<file path="src/rtl/qlow_frame_tx.sv">
// Four-wire active-low frame transmitter: sync preamble, then escaped payload nibbles.
// Optional trailing parity nibble when QLOW_TX_PARITY_EN is defined.
module qlow_frame_tx #(
   parameter int FRAME_NIB = 4,
   parameter int SYNC_CYC  = 2
) (
   input  logic                   C,
   input  logic                   CLR_N,
   input  logic [4*FRAME_NIB-1:0] DI,
   input  logic                   DV,
   output logic                   DR,
   output logic [3:0]             O,
   output logic                   BUSY,
   output logic                   FDONE
);

   localparam int SR_W  = 4 * FRAME_NIB;
   localparam int CNT_W = $clog2(FRAME_NIB + 1);
   localparam int SC_W  = $clog2(SYNC_CYC + 1);
   localparam logic [CNT_W-1:0] NIB_ALL  = CNT_W'(FRAME_NIB);
   localparam logic [CNT_W-1:0] CNT_ONE  = CNT_W'(1);
   localparam logic [CNT_W-1:0] CNT_TWO  = CNT_W'(2);
   localparam logic [SC_W-1:0]  SYNC_ALL = SC_W'(SYNC_CYC);
   localparam logic [SC_W-1:0]  SC_ONE   = SC_W'(1);
`ifdef QLOW_TX_PARITY_EN
   localparam bit PAR_EN = 1'b1;
`else
   localparam bit PAR_EN = 1'b0;
`endif

   typedef enum logic [2:0] {
      S_IDLE,
      S_SYNC,
      S_DATA,
      S_ESC2,
      S_PAR
   } state_t;

   function automatic logic is_esc(input logic [3:0] n);
      return (n[3:1] == 3'b111);
   endfunction

   function automatic logic [3:0] first_sym(input logic [3:0] n);
      return is_esc(n) ? 4'hE : n;
   endfunction

   function automatic logic [3:0] esc_sym(input logic [3:0] n);
      return {3'b000, n[0]};
   endfunction

   state_t             state_q;
   logic [SR_W-1:0]    sr_q;
   logic [CNT_W-1:0]   cnt_q;
   logic [SC_W-1:0]    scnt_q;
   logic [3:0]         o_q;
   logic               busy_q;
   logic               fdone_q;

   logic [SR_W-1:0]    sr_d;
   logic [3:0]         nib_cur;
   logic [3:0]         nib_nxt;
   logic               last_nib;
   logic               adv;

`ifdef QLOW_TX_PARITY_EN
   logic [3:0]         par_q;
   logic               in_par_q;

   function automatic logic [3:0] xor_nibbles(input logic [SR_W-1:0] d);
      logic [3:0] acc;
      acc = 4'h0;
      for (int i = 0; i < FRAME_NIB; i++) begin
         acc = acc ^ d[4*i +: 4];
      end
      return acc;
   endfunction
`endif

   assign sr_d     = sr_q << 4;
   assign nib_cur  = sr_q[SR_W-1 -: 4];
   assign nib_nxt  = sr_d[SR_W-1 -: 4];
   assign last_nib = (cnt_q == CNT_ONE);

   // A payload nibble is complete after its single symbol or its escape tail.
`ifdef QLOW_TX_PARITY_EN
   assign adv = ((state_q == S_DATA) && !is_esc(nib_cur)) ||
                ((state_q == S_ESC2) && !in_par_q);
`else
   assign adv = ((state_q == S_DATA) && !is_esc(nib_cur)) ||
                (state_q == S_ESC2);
`endif

   assign DR    = (state_q == S_IDLE);
   assign O     = o_q;
   assign BUSY  = busy_q;
   assign FDONE = fdone_q;

   // o_q always holds the line value for the cycle following the edge, so
   // FDONE is decided one symbol ahead from the remaining-nibble count.
   always_ff @(posedge C or negedge CLR_N) begin
      if (!CLR_N) begin
         state_q  <= S_IDLE;
         sr_q     <= '0;
         cnt_q    <= '0;
         scnt_q   <= '0;
         o_q      <= 4'hF;
         busy_q   <= 1'b0;
         fdone_q  <= 1'b0;
`ifdef QLOW_TX_PARITY_EN
         par_q    <= 4'h0;
         in_par_q <= 1'b0;
`endif
      end else if (adv) begin
         sr_q  <= sr_d;
         cnt_q <= cnt_q - CNT_ONE;
         if (!last_nib) begin
            state_q <= S_DATA;
            o_q     <= ~first_sym(nib_nxt);
            fdone_q <= !PAR_EN && !is_esc(nib_nxt) && (cnt_q == CNT_TWO);
         end else begin
`ifdef QLOW_TX_PARITY_EN
            state_q  <= S_PAR;
            in_par_q <= 1'b1;
            o_q      <= ~first_sym(par_q);
            fdone_q  <= !is_esc(par_q);
`else
            state_q <= S_IDLE;
            o_q     <= 4'hF;
            busy_q  <= 1'b0;
            fdone_q <= 1'b0;
`endif
         end
      end else begin
         case (state_q)
            S_IDLE: begin
               fdone_q <= 1'b0;
               if (DV) begin
                  state_q <= S_SYNC;
                  sr_q    <= DI;
                  cnt_q   <= NIB_ALL;
                  scnt_q  <= SC_ONE;
                  o_q     <= 4'h0;
                  busy_q  <= 1'b1;
`ifdef QLOW_TX_PARITY_EN
                  par_q   <= xor_nibbles(DI);
`endif
               end
            end
            S_SYNC: begin
               if (scnt_q == SYNC_ALL) begin
                  state_q <= S_DATA;
                  scnt_q  <= '0;
                  o_q     <= ~first_sym(nib_cur);
                  fdone_q <= !PAR_EN && !is_esc(nib_cur) && (FRAME_NIB == 1);
               end else begin
                  scnt_q <= scnt_q + SC_ONE;
                  o_q    <= 4'h0;
               end
            end
            S_DATA: begin
               state_q <= S_ESC2;
               o_q     <= ~esc_sym(nib_cur);
               fdone_q <= !PAR_EN && last_nib;
            end
`ifdef QLOW_TX_PARITY_EN
            S_PAR: begin
               if (is_esc(par_q)) begin
                  state_q <= S_ESC2;
                  o_q     <= ~esc_sym(par_q);
                  fdone_q <= 1'b1;
               end else begin
                  state_q  <= S_IDLE;
                  in_par_q <= 1'b0;
                  o_q      <= 4'hF;
                  busy_q   <= 1'b0;
                  fdone_q  <= 1'b0;
               end
            end
`endif
            default: begin
               state_q <= S_IDLE;
`ifdef QLOW_TX_PARITY_EN
               in_par_q <= 1'b0;
`endif
               o_q     <= 4'hF;
               busy_q  <= 1'b0;
               fdone_q <= 1'b0;
            end
         endcase
      end
   end

endmodule
</file>
<file path="config.mk">
export PLATFORM = sky130hd
export DESIGN_NAME = qlow_frame_tx
export DESIGN_NICKNAME = d
export VERILOG_FILES = /design/src/rtl/qlow_frame_tx.sv
export SDC_FILE = /design/constraint.sdc
export NUM_CORES = 1
export LEC_CHECK = 0
export BUFFER_PORTS_ARGS = -buffer_cell sky130_fd_sc_hd__buf_2
export CAP_MARGIN = 20
export CELL_PAD_IN_SITES_DETAIL_PLACEMENT = 1
export CELL_PAD_IN_SITES_GLOBAL_PLACEMENT = 1
export CORE_ASPECT_RATIO = 2
export CORE_UTILIZATION = 45
export DETAILED_ROUTE_END_ITERATION = 10
export MAX_ROUTING_LAYER = met4
export PLACE_DENSITY_LB_ADDON = 0.1
export SETUP_SLACK_MARGIN = 0.2
export SKIP_LAST_GASP = 1
export SLEW_MARGIN = 20
export SYNTH_ARGS = -nofsm -noshare
export SYNTH_HDL_FRONTEND = slang
export SYNTH_SLANG_ARGS = --single-unit
</file>
<file path="constraint.sdc">
create_clock -name C -period 4.6 [get_ports C]
set_input_delay 0.69 -clock C [delete_from_list [all_inputs] [get_ports C]]
set_output_delay 0.69 -clock C [all_outputs]
set_load 0.1 [all_outputs]
</file>
==> flow_summary_export.csv <==
group,metric,value,unit
status,status,"finished with violations",
status,violations,"DRC",
synthesis,synth-async-reset-ratio,100.0,%
worst_setup_path,r2r_end,"BUSY",
placement,postPlaceCellArea,1659,sq um
route,met3_length,95,microns
worst_setup_path,end_kind,"output pin",
placement,hpwl,2.803,mm
synthesis,yosysMostFrequentCell,"nand2_1",
timing,drv_slew,0,
timing,fin_setup_tns,0,ns
cts,cts-root-buf,"clkbuf_8",
global_route,grt_max_degree,38,
timing,holdWs,0.4267,ns
route,wl_per_cell,16.74,microns
cts,numClockSinks,29,
cts,cts_resized,0,
layout,num_antenna_cells,0,
worst_setup_path,start_kind,"register",
run,drv_cap,0,
route,route.met2.wl,2.082,mm
route,antenna_left,0,
power,ir_drop,0.3675,mV
placement,numPortBuffers,25,
floorplan,top_level_ports,26,
timing,rsz0062_at_grt,"false",
placement,gp_congestion,0.8669,
synthesis,yosysSeqAreaShare,47.40,%
layout,syn2layout_area_growth,13.47,%
synthesis,synth_ff_type,"dfrtp_1",
route,route.detailed.drc,8,
route,first_iter_violations,22,
cts,clkSlewWorstSetupHoldPaths,0.06,ns
worst_setup_path,cp_data_required_time,3.91,ns
worst_setup_path,endpoint,"DR",
cts,clk_latency,0.28,ns
layout,nets,221,
synthesis,synthDominantCellAreaShare,40.58,%
worst_setup_path,critical_path_class,"register to output pin",
worst_setup_path,r2r_slack,2.47,ns
global_route,grt_util_all_layers,25.15,%
timing,fmax,0.4415,GHz
route,first_pass_iters,7,
timing,finalSetupViolations,0,
hold_path,hold_path_class,"input port to asynchronous set/reset pin",
cts,clk_path_buf_depth,2,
cts,cts_setup_buffers,0,
power,powerDensity,836.5,nW/um^2
global_route,grt_pass1_vias,1417,
power,leakagePower,0.8171,nW
synthesis,synth_top_area_cell,"dfrtp_1",
worst_setup_path,rr_worst_depth,5,
cts,hold_buffers,0,
route,routed_wirelength,3.783,mm
route,vias,1312,
synthesis,yosysWarningCount,0,
synthesis,netlist_area,1541,sq um
synthesis,syn_area_per_cell,9.014,sq um
route,viasPerCell,5.805,
synthesis,ys_top_cells_by_area,"dfrtp_1, nand2_1, dfstp_2",
worst_setup_path,crit_start,"state_q[1]",
worst_setup_path,cp.arrival,1.58,ns
timing,hold_viol,0,
global_route,grt_overflow,0,
cts,cts_buffers,5,
floorplan,fp.dieW,43.39,microns
floorplan,coreArea,3229,sq um
synthesis,syn_inst,171,
route,met1_length,1.530,mm
layout,utilization,54.17,%
timing,tightestPinTransition,0.8851,ns
floorplan,rows,29,
timing,post-route-min-period,2.265,ns
synthesis,synthTopCellsByCount,"nand2_1, dfrtp_1, nor2_1",
global_route,antenna_found_initial,0,
cts,cts_max_level,2,
floorplan,dieHeight,84.77,microns
worst_setup_path,worstPathMaxFanout,7,
timing,relSlewSlack,40.86,%
synthesis,synth_fp_nets,198,
layout,drive_gt1_share,20.51,%
synthesis,synth-seq-cells,29,
route,highest_layer,"met4",
cts,cts_tree,"done",
floorplan,start_util,47.73,%
synthesis,ys_types,32,
worst_setup_path,rr_startpoint,"state_q[0]",
synthesis,synth-edff-count,0,
floorplan,die_area,3678,sq um
timing,skew,0.005246,ns
layout,stdcell_area,1749,sq um
global_route,grt_pass1_wl,6.693,mm
timing,fin_crit_sh,49.24,%
[flip-flops by register name, summed over array words and instances (netlist names)]
signal,flops
BUSY,1
scnt_q,2
O,4
cnt_q,3
state_q,2
FDONE,1
sr_q,16
[where the power goes]
group	switching (mW)	internal [mW]	leakage, nW	total, mW
Sequential	0.0845	0.383	0.349	0.468
Combinational	0.544	0.232	0.423	0.777
Clock	0.0966	0.122	0.0455	0.218
Total	0.726	0.738	0.817	1.46
[cell usage in the layout (no fill, tap or decap), drive strengths merged]
master,n
a21o,1
and3,4
nor3,4
clkbuf,8
a31o,1
dfstp,4
mux2i,2
a31oi,13
nand2,35
inv,5
a21oi,13
nand2b,4
mux2,1
o211a,1
nand4,2
nand3,3
o221a,1
ha,8
nor2,18
dfrtp,25
a211oi,2
nor2b,2
o211ai,3
buf,25
o21ai,7
nand4bb,1
a2111o,1
and2,1
[metal layers]
| metal | track usage (%) | vias to the layer above |
|---|---|---|
| met1 | 28.37 | 645 |
| met3 | 4.301 | 7 |
| met4 | 12.50 | 0 |
| met5 | - | - |
| li1 | - | 635 |
| met2 | 41.46 | 25 |
[cells by family (layout without fill, tap and decap cells)]
logic type | after synthesis | in the layout | share of synthesized area, %
AND/OR/NAND/NOR | 74 | 74 | 21.51
buffers and inverters | 14 | 38 | 4.221
adder cells (fa/ha/maj) | 8 | 8 | 6.494
flip-flops | 29 | 29 | 47.40
multiplexers | 3 | 3 | 2.029
AO/OA/AOI/OAI | 43 | 43 | 18.34
[cell type report]
| type | instances | area, sq um |
|---|---|---|
| inverters | 5 | 18.77 |
| clock buffers | 8 | 90.09 |
| repair buffers | 25 | 125.1 |
| fillers | 398 | 1480 |
| well taps | 31 | 38.79 |
| flip-flops and latches | 29 | 730.7 |
| multi-input cells | 128 | 745.7 |
[critical path, stage by stage, from the launching register on]
cell,delay [ns]
dfrtp_1,0.44
inv_1,0.13
ha_1,0.26
buf_2,0.46
[worst min path at each step]
stage | start | end | slack (ns) | cells after the start
global placement | BUSY | BUSY | 0.47 | 1
finish | CLR_N | sr_q[1] | 0.43 | 1
floorplan | CLR_N | BUSY | 0.39 | 0
global route | CLR_N | sr_q[1] | 0.49 | 1
CTS | CLR_N | sr_q[13] | 0.46 | 1
detailed placement | BUSY | BUSY | 0.48 | 1
[stage by stage]
step	std cells	worst slack, ns	power, mW
floorplan	171	2.297	1.105
global placement	218	2.565	1.207
detailed placement	218	2.467	1.255
CTS	226	2.342	1.479
global route	226	2.248	1.588
finish	226	2.335	1.463
Note: power is estimated with default switching activity, not from simulation.
